## src/rtl/uart_rx_vote_sampler.sv

```systemverilog
// uart_rx_vote_sampler: 1/3/5-sample majority-vote RX bit sampler; RX_SYNC_EN adds a 2-flop rx_in synchronizer
module uart_rx_vote_sampler #(
  parameter int PRESCALE_W  = 6,
  parameter int MAX_SAMPLES = 5
) (
  input  logic                  clk,
  input  logic                  rst,
  input  logic                  rx_in,
  input  logic                  sample_data_en,
  input  logic [PRESCALE_W-1:0] edge_cnt,
  input  logic [PRESCALE_W-1:0] prescale,
  input  logic [1:0]            sample_mode,
  output logic                  sampled_bit,
  output logic                  sample_valid,
  output logic                  noise_flag,
  output logic                  cfg_err
);
  typedef enum logic [1:0] {IDLE, COLLECT, VOTE} state_t;
  state_t state, state_nxt;
  logic rx_s;
  logic [MAX_SAMPLES-1:0] samples;
  logic [2:0] n_req, n_mode, n_allow, n_q, ones;
  logic [1:0] h;
  logic [PRESCALE_W-1:0] c, first_pt, last_q, next_q;
  logic cap, start, vote;
`ifdef RX_SYNC_EN
  logic [1:0] sync;
  always_ff @(posedge clk or posedge rst)
    if (rst) sync <= 2'b11;
    else sync <= {sync[0], rx_in};
  assign rx_s = sync[1];
`else
  assign rx_s = rx_in;
`endif
  assign n_mode   = sample_mode == 2'b00 ? 3'd1 : (sample_mode == 2'b10 && MAX_SAMPLES == 5) ? 3'd5 : 3'd3;
  assign n_allow  = prescale < PRESCALE_W'(8) ? 3'd1 : prescale < PRESCALE_W'(16) ? 3'd3 : 3'(MAX_SAMPLES);
  assign n_req    = n_mode < n_allow ? n_mode : n_allow;
  assign h        = 2'((n_req - 3'd1) >> 1);
  assign c        = (prescale >> 1) - PRESCALE_W'(1);
  assign first_pt = c - PRESCALE_W'(h);
  always_comb begin
    ones = '0;
    for (int i = 0; i < MAX_SAMPLES; i++)
      if (i < int'(n_q)) ones = ones + 3'(samples[i]);
  end
  always_ff @(posedge clk or posedge rst)
    if (rst) state <= IDLE;
    else state <= state_nxt;
  always_comb begin
    state_nxt = state;
    cap = 1'b0;
    start = 1'b0;
    vote = 1'b0;
    if (cfg_err) state_nxt = IDLE;
    else
      case (state)
        IDLE:
          if (sample_data_en && edge_cnt == first_pt) begin
            start = 1'b1;
            cap = 1'b1;
            state_nxt = n_req == 3'd1 ? VOTE : COLLECT;
          end
        COLLECT:
          if (!sample_data_en) state_nxt = IDLE;
          else if (edge_cnt == next_q) begin
            cap = 1'b1;
            state_nxt = edge_cnt == last_q ? VOTE : COLLECT;
          end else if (edge_cnt == '0) state_nxt = IDLE;
        VOTE: begin
          vote = 1'b1;
          state_nxt = IDLE;
        end
        default: state_nxt = IDLE;
      endcase
  end
  always_ff @(posedge clk or posedge rst)
    if (rst) begin
      samples <= '1;
      n_q <= 3'd1;
      last_q <= '0;
      next_q <= '0;
      sampled_bit <= 1'b1;
      sample_valid <= 1'b0;
      noise_flag <= 1'b0;
      cfg_err <= 1'b0;
    end else begin
      cfg_err <= (prescale < PRESCALE_W'(4)) | prescale[0];
      sample_valid <= vote;
      if (cap) samples <= {samples[MAX_SAMPLES-2:0], rx_s};
      if (start) begin
        n_q <= n_req;
        last_q <= c + PRESCALE_W'(h);
        next_q <= first_pt + PRESCALE_W'(1);
      end else if (cap) next_q <= next_q + PRESCALE_W'(1);
      if (vote) begin
        sampled_bit <= ones > (n_q >> 1);
        noise_flag <= ones != 3'd0 && ones != n_q;
      end
    end
endmodule

```

## config.mk

```make
export PLATFORM = sky130hd
export DESIGN_NAME = uart_rx_vote_sampler
export DESIGN_NICKNAME = d
export VERILOG_FILES = /design/src/rtl/uart_rx_vote_sampler.sv
export SDC_FILE = /design/constraint.sdc
export NUM_CORES = 1
export LEC_CHECK = 0
export BUFFER_PORTS_ARGS = -buffer_cell sky130_fd_sc_hd__buf_4
export CAP_MARGIN = 20
export CORE_AREA = 2 2 76 78
export CTS_BUF_LIST = sky130_fd_sc_hd__clkbuf_8
export CTS_CLUSTER_SIZE = 24
export DETAILED_ROUTE_END_ITERATION = 12
export DIE_AREA = 0 0 78 80
export PLACE_DENSITY = 0.63
export SLEW_MARGIN = 20
export SYNTH_ARGS = -nofsm -noshare
export SYNTH_HDL_FRONTEND = slang
export SYNTH_SLANG_ARGS = --single-unit
```

## constraint.sdc

```tcl
create_clock -name clk -period 5.1 [get_ports clk]
set_clock_uncertainty 0.1 [all_clocks]
set_input_delay 0.51 -clock clk [delete_from_list [all_inputs] [get_ports clk]]
set_output_delay 0.51 -clock clk [all_outputs]
set_load 0.03 [all_outputs]
```

==> reports/summary.log, run 1 <==
[run_status] run status finished clean
[timing] setup total negative slack 0 ns
[clock_network] number of buffers created by CTS 3
[detailed_routing] routed wire length per instance 14.7 um
[placed_design] RD Place Congestion 0.926
[detailed_routing] total routed wirelength 4930 um
[critical_path] Crit path arrival time 4.35 ns
[clock_network] clock buffer depth 2
[clock_network] post-CTS repair timing setup buffer count 0
[placed_design] post-place setup slack 0.477 ns
[floorplan] Die X-Extent 78 um
[critical_path] worst path required time 5.16 ns
[critical_path] crit-path most repeated cell nor2_1
[synth] post-synthesis net count 281
[clock_network] Gates resized, CTS repair 0
[detailed_routing] Detailed Route Iter0 Violations 60
[timing] Final Hold Fails 0
[critical_path] CP cell instances buf_4, nor2_1, ha_1, nor2_1, a21oi_1, nor2_1, ha_1, fa_1, inv_1, o311a_1, o21ai_1, xnor2_1, nor4_4, buf_4, mux2i_1, ha_1, inv_1, nor2_1, nand2_1, xnor2_1, mux2i_1
[floorplan] die boundary height 80 um
[synth] library cell occupying the most area in the post-synthesis netlist dfrtp_1
[synth] Synthesis Warnings 0
[cells_and_area] Finished Cell Area 2630 um^2
[power_and_ir_drop] Worst IR Drop VDD 102 uV
[timing] RSZ-0062 raised after global routing no
[floorplan] initial standard-cell utilization of the core 43.6%
[detailed_routing] routed via count 1797
[clock_network] CTS Hold Buffers Added 0
[timing] Final Setup Violations 0
[detailed_routing] post-route DRC violation count 0
[detailed_routing] ratio of routed vias to standard cells 5.36
[grt] number of global-route vias before repair 1823
[clock_network] clock insertion delay at the later pin of the skew report 0.27 ns
[detailed_routing] post-detailed-route count of antenna-violating nets 0
[power_and_ir_drop] fraction of power spent switching nets 34.7%
[cells_and_area] number of nets in the final layout 301
[floorplan] placeable core region 5410 um^2
[grt] leftover overflow at the end of global routing 0
[synth] asr flop ratio synth 100%
[power_and_ir_drop] power density over cell area 223 nW/um^2
[synth] synthesized cell area 2360 um^2
[synth] share of synthesized area occupied by flip-flops and latches 26.8%
[floorplan] number of top-level pins 22
[floorplan] DIE AREA 6240 um^2
[synth] syn_area_per_cell 9.67 um^2
[cells_and_area] most frequent cells in the layout buf_4 (24), nor2_1 (23), xnor2_1 (22)
[power_and_ir_drop] power share of the sequential group 42.7%
[power_and_ir_drop] PnR Total Power 0.585 mW
[worst_hold_path] worst min-delay path class input port to asynchronous set/reset pin
[timing] part of the cycle the worst path needs 84.2%
[timing] worst setup margin 0.808 ns
[clock_network] root buffer cell clkbuf_8
[power_and_ir_drop] clock power share 20.3%
[synth] largest cells by area after synthesis dfrtp_1 (20%), ha_1 (9.0%), xnor2_1 (8.2%)
[placed_design] number of I/O port buffers 21
[power_and_ir_drop] net load switching power 0.203 mW
[detailed_routing] 1st-pass router iterations 4
[clock_network] clk slew on worst S/H paths 0.09 ns
[synth] Unique masters post-synth 52
[cells_and_area] most frequent standard cell in the layout excluding fill and tap cells buf_4
[critical_path] type of the worst setup path input port to register
[timing] Worst-Margin Slew 0.537 ns
[power_and_ir_drop] internal power contribution 0.382 mW
[grt] number of antenna violations at the first check in global routing 0
[critical_path] type of element launching the critical path input port
[synth] #FFs+latches synth 25
[critical_path] slowest stage cell on the critical path o311a_1
[critical_path] setup slack of the most critical reg-to-reg path 1.16 ns
[synth] Most used DFF post-synth dfrtp_1
[timing] total count of max-transition violations in the final report 0
[job] max cap viols 0
[timing] maximum clock rate 233 MHz
[clock_network] maximum level of the CTS H-tree 1
[floorplan] Rows 27
[critical_path] Setup crit end kind register
[power_and_ir_drop] Logic pwr share 37.0%
[critical_path] critical register-to-register path startpoint n_q[2]
[critical_path] Reg-to-Reg End sampled_bit
[power_and_ir_drop] Leakage Power 1.16 nW
[grt] gr usage total 17.0%
[clock_network] clock tree sinks 25
[cells_and_area] share of layout cells above drive strength 1 24.0%
[timing] relative max-transition margin 63.9%
[critical_path] highest cell delay on the worst timing path 0.33 ns
[grt] wire length of the first global-routing pass 8520 um
[cells_and_area] area delta synth->final 11.4%
[placed_design] Post-DP Area 2560 um^2
[synth] EDFF count, synth 0
[placed_design] placed wire-length estimate after detailed placement 3920 um
[synth] area share of the largest cell type after synthesis 20.2%
[critical_path] Crit Path Max Fanout 13
[clock_network] TritonCTS clock tree done
[synth] Cells after Synth 244
[critical_path] logic depth of the worst register-to-register path 16
[cells_and_area] Filler Cell Count 538
[grt] pin count of the biggest net entering global routing 26
[cells_and_area] number of antenna diodes 0
[timing] final period demand of the worst path 4.29 ns
[power groups by stage]
stage / registers (mW) / clock network (mW) / logic, mW
global placement: 0.253 / 0 / 0.214
CTS: 0.250 / 0.123 / 0.217
finish: 0.250 / 0.119 / 0.217
global route: 0.253 / 0.129 / 0.242
detailed placement: 0.253 / 0 / 0.216
floorplan: 0.248 / 0 / 0.166
[final cells by class]
type	instances	area (um^2)	area share [%]
clock buffers	3	41.3	1.57
multi-input cells	196	1610	61.4
inverters	13	48.8	1.86
repair buffers	25	195	7.43
clock inverters	1	5.00	0.191
well taps	72	90.1	3.43
flip-flops and latches	25	633	24.1
[state kept, by name (all words and copies together) (netlist names)]
name          flops
cfg_err           1
last_q            6
n_q               2
next_q            6
noise_flag        1
sample_valid      1
sampled_bit       1
samples           5
state             2
[worst max-delay path: cells and delay by family]
kind | cells | cell delay [ns]
AO/OA/AOI/OAI | 3 | 0.68
buffers and inverters | 4 | 0.57
AND/OR/NAND/NOR | 6 | 1.01
multiplexers | 2 | 0.29
XOR/XNOR | 2 | 0.38
adder cells (fa/ha/maj) | 4 | 0.91
[per-layer routing]
metal  share of wire (%)  vias up  global-route usage (%)
li1                    -      895                       -
met1                  47      866                    22.2
met2                  49       32                    30.3
met3                 2.7        4                    1.70
met4                0.81        0                    3.68
met5                   0        -                       0
[per-stage QoR]
stage	hold WS (ns)	std cells	utilization, %
finish	0.0775	335	48.6
global route	0.0960	335	48.6
CTS	0.333	334	48.3
detailed placement	0.396	330	47.5
global placement	0.390	330	47.5
floorplan	0.372	244	-
[cells by family (layout without fill, tap and decap cells)]
logic type      after synthesis  count (layout)  share of synthesized area, %
compound gates               37              37                          12.1
mux                          26              26                          12.6
xor+xnor                     37              37                          14.7
flops                        25              25                          26.8
fa+ha+maj                    20              20                          11.1
simple gates                 76              76                          17.8
buf+inv                      23              42                          4.77
[worst max path at each step]
stage           startpoint         to  slack (ns)  cells past startpoint
2_1_floorplan  prescale[5]  next_q[4]        0.56                     21
3_3_place_gp   prescale[4]  next_q[4]        0.68                     21
3_5_place_dp   prescale[4]  next_q[4]        0.48                     21
4_1_cts        prescale[4]  next_q[4]        0.79                     21
5_1_grt        prescale[4]  next_q[4]        0.35                     21
6_report       prescale[4]  next_q[4]        0.81                     21
[synthesized netlist by cell type, drive strengths merged (2+ instances only)]
cell type / n
o21ai: 8
mux2i: 8
a31oi: 3
fa: 2
nand2: 11
nand2b: 2
or3: 4
inv: 13
xor2: 14
xnor2: 22
nor2: 23
and2: 2
buf: 3
a21o: 2
o211ai: 2
nand3: 8
o32a: 2
dfstp: 6
o31ai: 2
nor2b: 5
nor3: 6
o41ai: 2
clkbuf: 7
mux2: 18
nor3b: 6
ha: 17
dfrtp: 19
nor4: 5
a21oi: 9
Note: power is estimated with default switching activity, not from simulation.
==> run 2: changes to the inputs <==
--- a/config.mk
+++ b/config.mk
@@ -12,7 +12,7 @@
 export CTS_CLUSTER_SIZE = 24
 export DETAILED_ROUTE_END_ITERATION = 12
 export DIE_AREA = 0 0 78 80
-export PLACE_DENSITY = 0.63
+export PLACE_DENSITY = 0.65
 export SLEW_MARGIN = 20
 export SYNTH_ARGS = -nofsm -noshare
 export SYNTH_HDL_FRONTEND = slang
==> constraint.sdc (replaced) <==
create_clock -name clk -period 3.6 [get_ports clk]
set_clock_uncertainty 0.1 [all_clocks]
set_input_delay 0.36 -clock clk [delete_from_list [all_inputs] [get_ports clk]]
set_output_delay 0.36 -clock clk [all_outputs]
set_load 0.03 [all_outputs]
==> run 2 against run 1 <==
Sequential share of layout area fell by 3.6 points. Flip-flop and latch count did not move. First-iteration DRC count rose by 8.3%. Worst hold slack got worse by 0.00071 ns. Count of clock-buffer cells in the layout did not move. Final area rose by 17%. Register-to-register slack got worse by 1.1 ns. Non-clock buffer count rose by 39. Total power rose by 59%. Critical path depth fell by 6. Final cell count rose by 12%.
==> reports/summary.log, run 2 (synthesized netlist as in run 1, its figures left out) <==
[cells_and_area] number of nets in the final layout 340 [+13%]
[timing] total count of max-transition violations in the final report 0 [unchanged]
[detailed_routing] 1st-pass router iterations 4 [unchanged]
[cells_and_area] share of layout cells above drive strength 1 41.4% [+17 points]
[placed_design] placed wire-length estimate after detailed placement 4230 um [+7.8%]
[critical_path] slowest stage cell on the critical path dfstp_2
[power_and_ir_drop] Leakage Power 1.37 nW [+18%]
[floorplan] initial standard-cell utilization of the core 43.6% [unchanged]
[timing] worst setup margin 0.0889 ns [-0.719 ns]
[floorplan] die boundary height 80 um [unchanged]
[power_and_ir_drop] internal power contribution 0.616 mW [+61%]
[timing] maximum clock rate 285 MHz
[critical_path] worst path buffer plus inverter count 1 [-3]
[clock_network] clock buffer depth 2 [unchanged]
[critical_path] worst path required time 3.64 ns [-1.52 ns]
[critical_path] highest cell delay on the worst timing path 0.54 ns [+0.21 ns]
[timing] RSZ-0062 raised after global routing yes
[power_and_ir_drop] power density over cell area 302 nW/um^2 [+36%]
[power_and_ir_drop] clock power share 17.3% [-3.0 points]
[critical_path] logic depth of the worst register-to-register path 15 [-1]
[grt] wire length of the first global-routing pass 8960 um [+5.1%]
[grt] pin count of the biggest net entering global routing 26 [unchanged]
[placed_design] RD Place Congestion 0.870 [-6.1%]
[grt] number of global-route vias before repair 1910 [+4.8%]
[critical_path] Crit Path Max Fanout 2 [-11]
[detailed_routing] Detailed Route Iter0 Violations 65 [+8.3%]
[clock_network] CTS Hold Buffers Added 0 [unchanged]
[critical_path] setup slack of the most critical reg-to-reg path 0.09 ns [-1.07 ns]
[grt] gr usage total 18.2% [+1.2 points]
[job] max cap viols 0 [unchanged]
[critical_path] kind of cell adding the most delay to the critical path adder cells
[detailed_routing] routed via count 1933 [+7.6%]
[critical_path] critical register-to-register path startpoint samples[0]
[cells_and_area] number of antenna diodes 0 [unchanged]
[cells_and_area] Top Registers last_q (6), next_q (6), samples (5)
[clock_network] clock insertion delay at the later pin of the skew report 0.27 ns [about the same]
[run_status] run status finished clean
[placed_design] DP Cell Count 362 [+9.7%]
[detailed_routing] ratio of routed vias to standard cells 5.17 [-3.6%]
[floorplan] Die X-Extent 78 um [unchanged]
[placed_design] post-place setup slack -0.294 ns [-0.771 ns]
[floorplan] placeable core region 5410 um^2 [unchanged]
[cells_and_area] final non-filler cell total 374 [+12%]
[timing] Worst-Margin Slew 0.911 ns [+0.374 ns]
[clock_network] root buffer cell clkbuf_8
[detailed_routing] total routed wirelength 5530 um [+12%]
[power_and_ir_drop] power share of the sequential group 37.2% [-5.5 points]
[detailed_routing] routed wire length per instance 14.8 um [+0.53%]
[clock_network] clk slew on worst S/H paths 0.08 ns [about the same]
[placed_design] number of I/O port buffers 21 [unchanged]
[cells_and_area] Filler Cell Count 486 [-9.7%]
[critical_path] crit-path most repeated cell ha_4
[detailed_routing] post-detailed-route count of antenna-violating nets 0 [unchanged]
[grt] number of antenna violations at the first check in global routing 0 [unchanged]
[cells_and_area] area delta synth->final 30.8%
[timing] final period demand of the worst path 3.51 ns
[clock_network] number of buffers created by CTS 3 [unchanged]
[worst_hold_path] worst min-delay path class input port to asynchronous set/reset pin
[clock_network] clock tree sinks 25 [unchanged]
[cells_and_area] most frequent standard cell in the layout excluding fill and tap cells buf_4
[floorplan] DIE AREA 6240 um^2 [unchanged]
[floorplan] number of top-level pins 22 [unchanged]
[critical_path] type of element launching the critical path register
[power_and_ir_drop] Worst IR Drop VDD 137 uV [+34%]
[timing] Final Hold Fails 0 [unchanged]
[clock_network] TritonCTS clock tree done
[critical_path] Crit path arrival time 3.55 ns [-0.80 ns]
[timing] part of the cycle the worst path needs 97.5%
[timing] Final Setup Violations 0 [unchanged]
[power_and_ir_drop] Logic pwr share 45.5% [+8.5 points]
[floorplan] Rows 27 [unchanged]
[power_and_ir_drop] fraction of power spent switching nets 34.0% [-0.72 points]
[clock_network] maximum level of the CTS H-tree 1 [unchanged]
[detailed_routing] post-route DRC violation count 0 [unchanged]
[critical_path] CP cell instances ha_1, mux2_2, ha_4, o21a_1, or2_4, ha_4, mux2_4, ha_4, nand2b_4, o31ai_4, buf_4, xnor2_1, o22a_1, a21oi_2, a21oi_1
[power_and_ir_drop] net load switching power 0.317 mW [+56%]
[critical_path] Reg-to-Reg End noise_flag
[critical_path] type of the worst setup path register to register
[cells_and_area] most frequent cells in the layout buf_4 (63), xnor2_1 (20), dfrtp_1 (19)
[grt] leftover overflow at the end of global routing 0 [unchanged]
[critical_path] Setup crit end kind register
[cells_and_area] utilization of the core after routing 57.1% [+8.5 points]
[timing] relative max-transition margin 38.9% [-25 points]
-- run 2: changes by cell type in the layout (fill, tap and decap cells not counted), moves of 3 or more --
cell    previous run  this run
ha_1              17        11
nor2_1            23        17
nor2_4             0         3
ha_4               0         5
nor2_2             0         3
buf_4             24        63
-- run 2: worst reg2reg max path, cell delays in order, from the launching register on --
cell and delay (ns):
dfstp_2 0.54, ha_1 0.23, mux2_2 0.29, ha_4 0.22, o21a_1 0.11, or2_4 0.25, ha_4 0.21, mux2_4 0.27
ha_4 0.27, nand2b_4 0.12, o31ai_4 0.07, buf_4 0.16, xnor2_1 0.12, o22a_1 0.20, a21oi_2 0.15, a21oi_1 0.07
-- run 2: power groups by stage --
stage                     combinational (mW)  clock (mW)  sequential (mW)
after floorplan                        0.266           0            0.352
after global placement                 0.377           0            0.351
after detailed placement               0.386           0            0.350
after CTS                              0.400       0.168            0.347
after global routing                   0.465       0.175            0.351
final                                  0.424       0.162            0.347
-- run 2: worst max path at each step --
stage	startpoint	to	slack (ns)	cells past startpoint
after global routing	sample_mode[1]	next_q[4]	-0.12	18
after floorplan	prescale[5]	next_q[4]	-0.46	20
after detailed placement	sample_mode[1]	next_q[4]	-0.29	20
final	samples[0]	noise_flag	0.09	15
after CTS	sample_mode[1]	next_q[4]	0.04	21
after global placement	sample_mode[1]	next_q[4]	-0.19	20
-- run 2: layout make-up --
cell class	instances	area, um^2	area share, %
multi-input cells	196	1780	57.7
flip-flops and latches	25	633	20.5
repair buffers	64	484	15.7
well taps	72	90.1	2.92
inverters	13	51.3	1.66
clock buffers	3	41.3	1.34
clock inverters	1	3.75	0.122
-- run 2: through the flow --
step | area [um^2] | hold WS, ns | TNS [ns] | power (mW)
after floorplan | 2500 | 0.283 | -1.30 | 0.618
after global placement | 2890 | 0.395 | -0.477 | 0.728
after detailed placement | 2890 | 0.401 | -0.792 | 0.736
after CTS | 2980 | 0.182 | 0 | 0.914
after global routing | 3090 | 0.149 | -0.209 | 0.991
final | 3090 | 0.0768 | 0 | 0.933
-- run 2: per-layer routing --
layer / up-vias / wire length [um] / global-route usage, %
met5: - / 0 / 0
met4: 0 / 55 / 5.26
met3: 5 / 79 / 0.905
met2: 31 / 2850 / 34.3
met1: 922 / 2550 / 22.3
li1: 975 / - / -
-- run 2: what timing repair did --
action / 4_1_cts / 5_1_grt
gates resized for setup: 3 / 16
setup endpoints to repair: 2 / 5
setup buffers: 4 / 4
pin swaps: 4 / 16
==> run 3: changes to the inputs <==
--- a/config.mk
+++ b/config.mk
@@ -12,7 +12,7 @@
 export CTS_CLUSTER_SIZE = 24
 export DETAILED_ROUTE_END_ITERATION = 12
 export DIE_AREA = 0 0 78 80
-export PLACE_DENSITY = 0.65
+export PLACE_DENSITY = 0.63
 export SLEW_MARGIN = 20
 export SYNTH_ARGS = -nofsm -noshare
 export SYNTH_HDL_FRONTEND = slang
==> constraint.sdc (replaced) <==
create_clock -name clk -period 4.3 [get_ports clk]
set_clock_uncertainty 0.1 [all_clocks]
set_input_delay 0.43 -clock clk [delete_from_list [all_inputs] [get_ports clk]]
set_output_delay 0.43 -clock clk [all_outputs]
set_load 0.03 [all_outputs]
==> run 3 against run 2 <==
Wire length fell by 9.2%. Register-to-register slack improved by 0.37 ns. Highest routed layer unchanged. Final area is 13% lower. First-iteration DRC count decreased by 3.1%. Sequential share of layout area is 3.0 points higher. Largest cell class unchanged. Critical endpoint is now next_q[4]. Critical path depth grew 5.
==> reports/summary.log, run 3 (synthesized netlist as in run 1, its figures left out) <==
[power_and_ir_drop] power density over cell area 262 nW/um^2 [-13%]
[floorplan] Rows 27 [unchanged]
[clock_network] clk slew on worst S/H paths 0.09 ns [about the same]
[clock_network] root buffer cell clkbuf_8
[grt] leftover overflow at the end of global routing 0 [unchanged]
[clock_network] TritonCTS clock tree done
[placed_design] number of I/O port buffers 21 [unchanged]
[grt] wire length of the first global-routing pass 8880 um [-0.85%]
[detailed_routing] routed via count 1810 [-6.4%]
[critical_path] type of the worst setup path input port to register
[clock_network] CTS Hold Buffers Added 0 [unchanged]
[detailed_routing] ratio of routed vias to standard cells 5.29 [+2.4%]
[timing] Worst-Margin Slew 0.617 ns [-0.294 ns]
[critical_path] logic depth of the worst register-to-register path 16 [+1]
[floorplan] initial standard-cell utilization of the core 43.6% [unchanged]
[timing] setup total negative slack 0 ns [unchanged]
[critical_path] slowest stage cell on the critical path fa_1
[detailed_routing] total routed wirelength 5030 um [-9.2%]
[timing] final period demand of the worst path 3.96 ns
[placed_design] RD Place Congestion 0.869 [about the same]
[cells_and_area] final non-filler cell total 342 [-8.6%]
[cells_and_area] number of nets in the final layout 308 [-9.4%]
[floorplan] die boundary height 80 um [unchanged]
[clock_network] post-CTS repair timing setup buffer count 0 [-4]
[critical_path] Reg-to-Reg End sampled_bit
[critical_path] Crit path arrival time 4.02 ns [+0.47 ns]
[grt] number of global-route vias before repair 1832 [-4.1%]
[cells_and_area] area delta synth->final 14.3%
[cells_and_area] number of antenna diodes 0 [unchanged]
[detailed_routing] post-detailed-route count of antenna-violating nets 0 [unchanged]
[clock_network] clock buffer depth 2 [unchanged]
[job] max cap viols 0 [unchanged]
[run_status] run status finished clean
[cells_and_area] Filler Cell Count 510 [+4.9%]
[floorplan] DIE AREA 6240 um^2 [unchanged]
[timing] relative max-transition margin 58.8% [+20 points]
[floorplan] Die X-Extent 78 um [unchanged]
[timing] Final Setup Violations 0 [unchanged]
[critical_path] Setup crit end kind register
[cells_and_area] share of layout cells above drive strength 1 26.7% [-15 points]
[timing] total count of max-transition violations in the final report 0 [unchanged]
[clock_network] maximum level of the CTS H-tree 1 [unchanged]
[critical_path] setup slack of the most critical reg-to-reg path 0.46 ns [+0.37 ns]
[critical_path] highest cell delay on the worst timing path 0.43 ns [-0.11 ns]
[critical_path] CP cell instances buf_4, nor2_2, ha_1, nor2_1, a21oi_1, nor2_1, ha_1, fa_1, xnor2_1, xnor2_1, a21oi_1, nand4_1, nor4_4, mux2_4, ha_1, inv_1, nor2_1, nand2_1, xnor2_1, mux2i_1
[worst_hold_path] worst min-delay path class input port to asynchronous set/reset pin
[timing] maximum clock rate 253 MHz
[placed_design] DP Cell Count 337 [-6.9%]
[cells_and_area] most frequent standard cell in the layout excluding fill and tap cells buf_4
[cells_and_area] Top Registers last_q (6), next_q (6), samples (5)
[placed_design] placed wire-length estimate after detailed placement 4130 um [-2.2%]
[cells_and_area] area taken by flip-flops and latches 633 um^2 [unchanged]
[detailed_routing] post-route DRC violation count 0 [unchanged]
[clock_network] number of buffers created by CTS 3 [unchanged]
[grt] number of antenna violations at the first check in global routing 0 [unchanged]
[detailed_routing] Detailed Route Iter0 Violations 63 [-3.1%]
[clock_network] Gates resized, CTS repair 0 [-3]
[grt] pin count of the biggest net entering global routing 26 [unchanged]
[cells_and_area] area of the multi-input gates 1620 um^2 [-9.2%]
[timing] part of the cycle the worst path needs 92.0%
[power_and_ir_drop] Leakage Power 1.20 nW [-12%]
[floorplan] placeable core region 5410 um^2 [unchanged]
[critical_path] kind of cell adding the most delay to the critical path adder cells
[cells_and_area] most frequent cells in the layout buf_4 (31), xnor2_1 (22), nor2_1 (22)
[power_and_ir_drop] Worst IR Drop VDD 112 uV [-18%]
[timing] RSZ-0062 raised after global routing no
[clock_network] clock tree sinks 25 [unchanged]
[detailed_routing] routed wire length per instance 14.7 um [-0.66%]
[critical_path] type of element launching the critical path input port
[critical_path] critical register-to-register path startpoint samples[0]
[grt] gr usage total 17.7% [-0.42 points]
[critical_path] worst path required time 4.36 ns [+0.72 ns]
[critical_path] Crit Path Max Fanout 13 [+11]
[timing] Final Hold Fails 0 [unchanged]
[detailed_routing] 1st-pass router iterations 4 [unchanged]
[critical_path] worst setup path startpoint prescale[4]
[floorplan] number of top-level pins 22 [unchanged]
[critical_path] worst path buffer plus inverter count 2 [+1]
[clock_network] clock insertion delay at the later pin of the skew report 0.27 ns [about the same]
run 3: worst max-delay path by stage:
stage	end	slack (ns)	depth (start not counted)
final	next_q[4]	0.34	20
after global routing	next_q[4]	0.03	20
after CTS	next_q[4]	0.31	19
after detailed placement	next_q[4]	0.02	19
after global placement	next_q[4]	0.13	19
after floorplan	next_q[4]	0.05	21
run 3: cell type report:
type | count | share of cell area, %
clock buffers | 3 | 1.53
clock inverters | 1 | 0.186
inverters | 13 | 1.81
multi-input cells | 196 | 60.0
flip-flops and latches | 25 | 23.5
well taps | 72 | 3.34
repair buffers | 32 | 9.65
run 3: per-stage QoR:
| step | utilization [%] | setup slack, ns | power (mW) | area (um^2) | hold slack, ns |
|---|---|---|---|---|---|
| floorplan | - | 0.0493 | 0.492 | 2360 | 0.353 |
| global placement | 48.5 | 0.127 | 0.565 | 2620 | 0.394 |
| detailed placement | 48.5 | 0.0233 | 0.568 | 2620 | 0.415 |
| CTS | 49.3 | 0.313 | 0.711 | 2670 | 0.248 |
| global route | 49.9 | 0.0296 | 0.758 | 2700 | 0.0726 |
| finish | 49.9 | 0.343 | 0.707 | 2700 | 0.0504 |
run 3: worst reg2reg max path, stage by stage, from the launching register on:
cell and delay (ns):
dfstp_2 0.57, ha_1 0.23, mux2_2 0.26, ha_1 0.26, o21a_1 0.11, or2_2 0.29, ha_1 0.27, mux2_2 0.27
ha_1 0.29, nand2b_1 0.14, o31ai_1 0.14, ha_1 0.33, nor2_1 0.12, nand2_1 0.06, nand2_1 0.06, o21ai_0 0.07
a31oi_1 0.18
run 3: where the power goes:
| group | internal, mW | total (mW) | switching, mW |
|---|---|---|---|
| clock | 0.0648 | 0.140 | 0.0754 |
| combinational | 0.135 | 0.275 | 0.140 |
| sequential | 0.264 | 0.292 | 0.0276 |
| total | 0.464 | 0.707 | 0.243 |
run 3: metal layers:
| metal | share of wire (%) | track usage (%) |
|---|---|---|
| met1 | 46 | 23.8 |
| met2 | 50 | 30.6 |
| met4 | 1.9 | 5.61 |
| met3 | 1.9 | 1.13 |
| met5 | 0 | 0 |
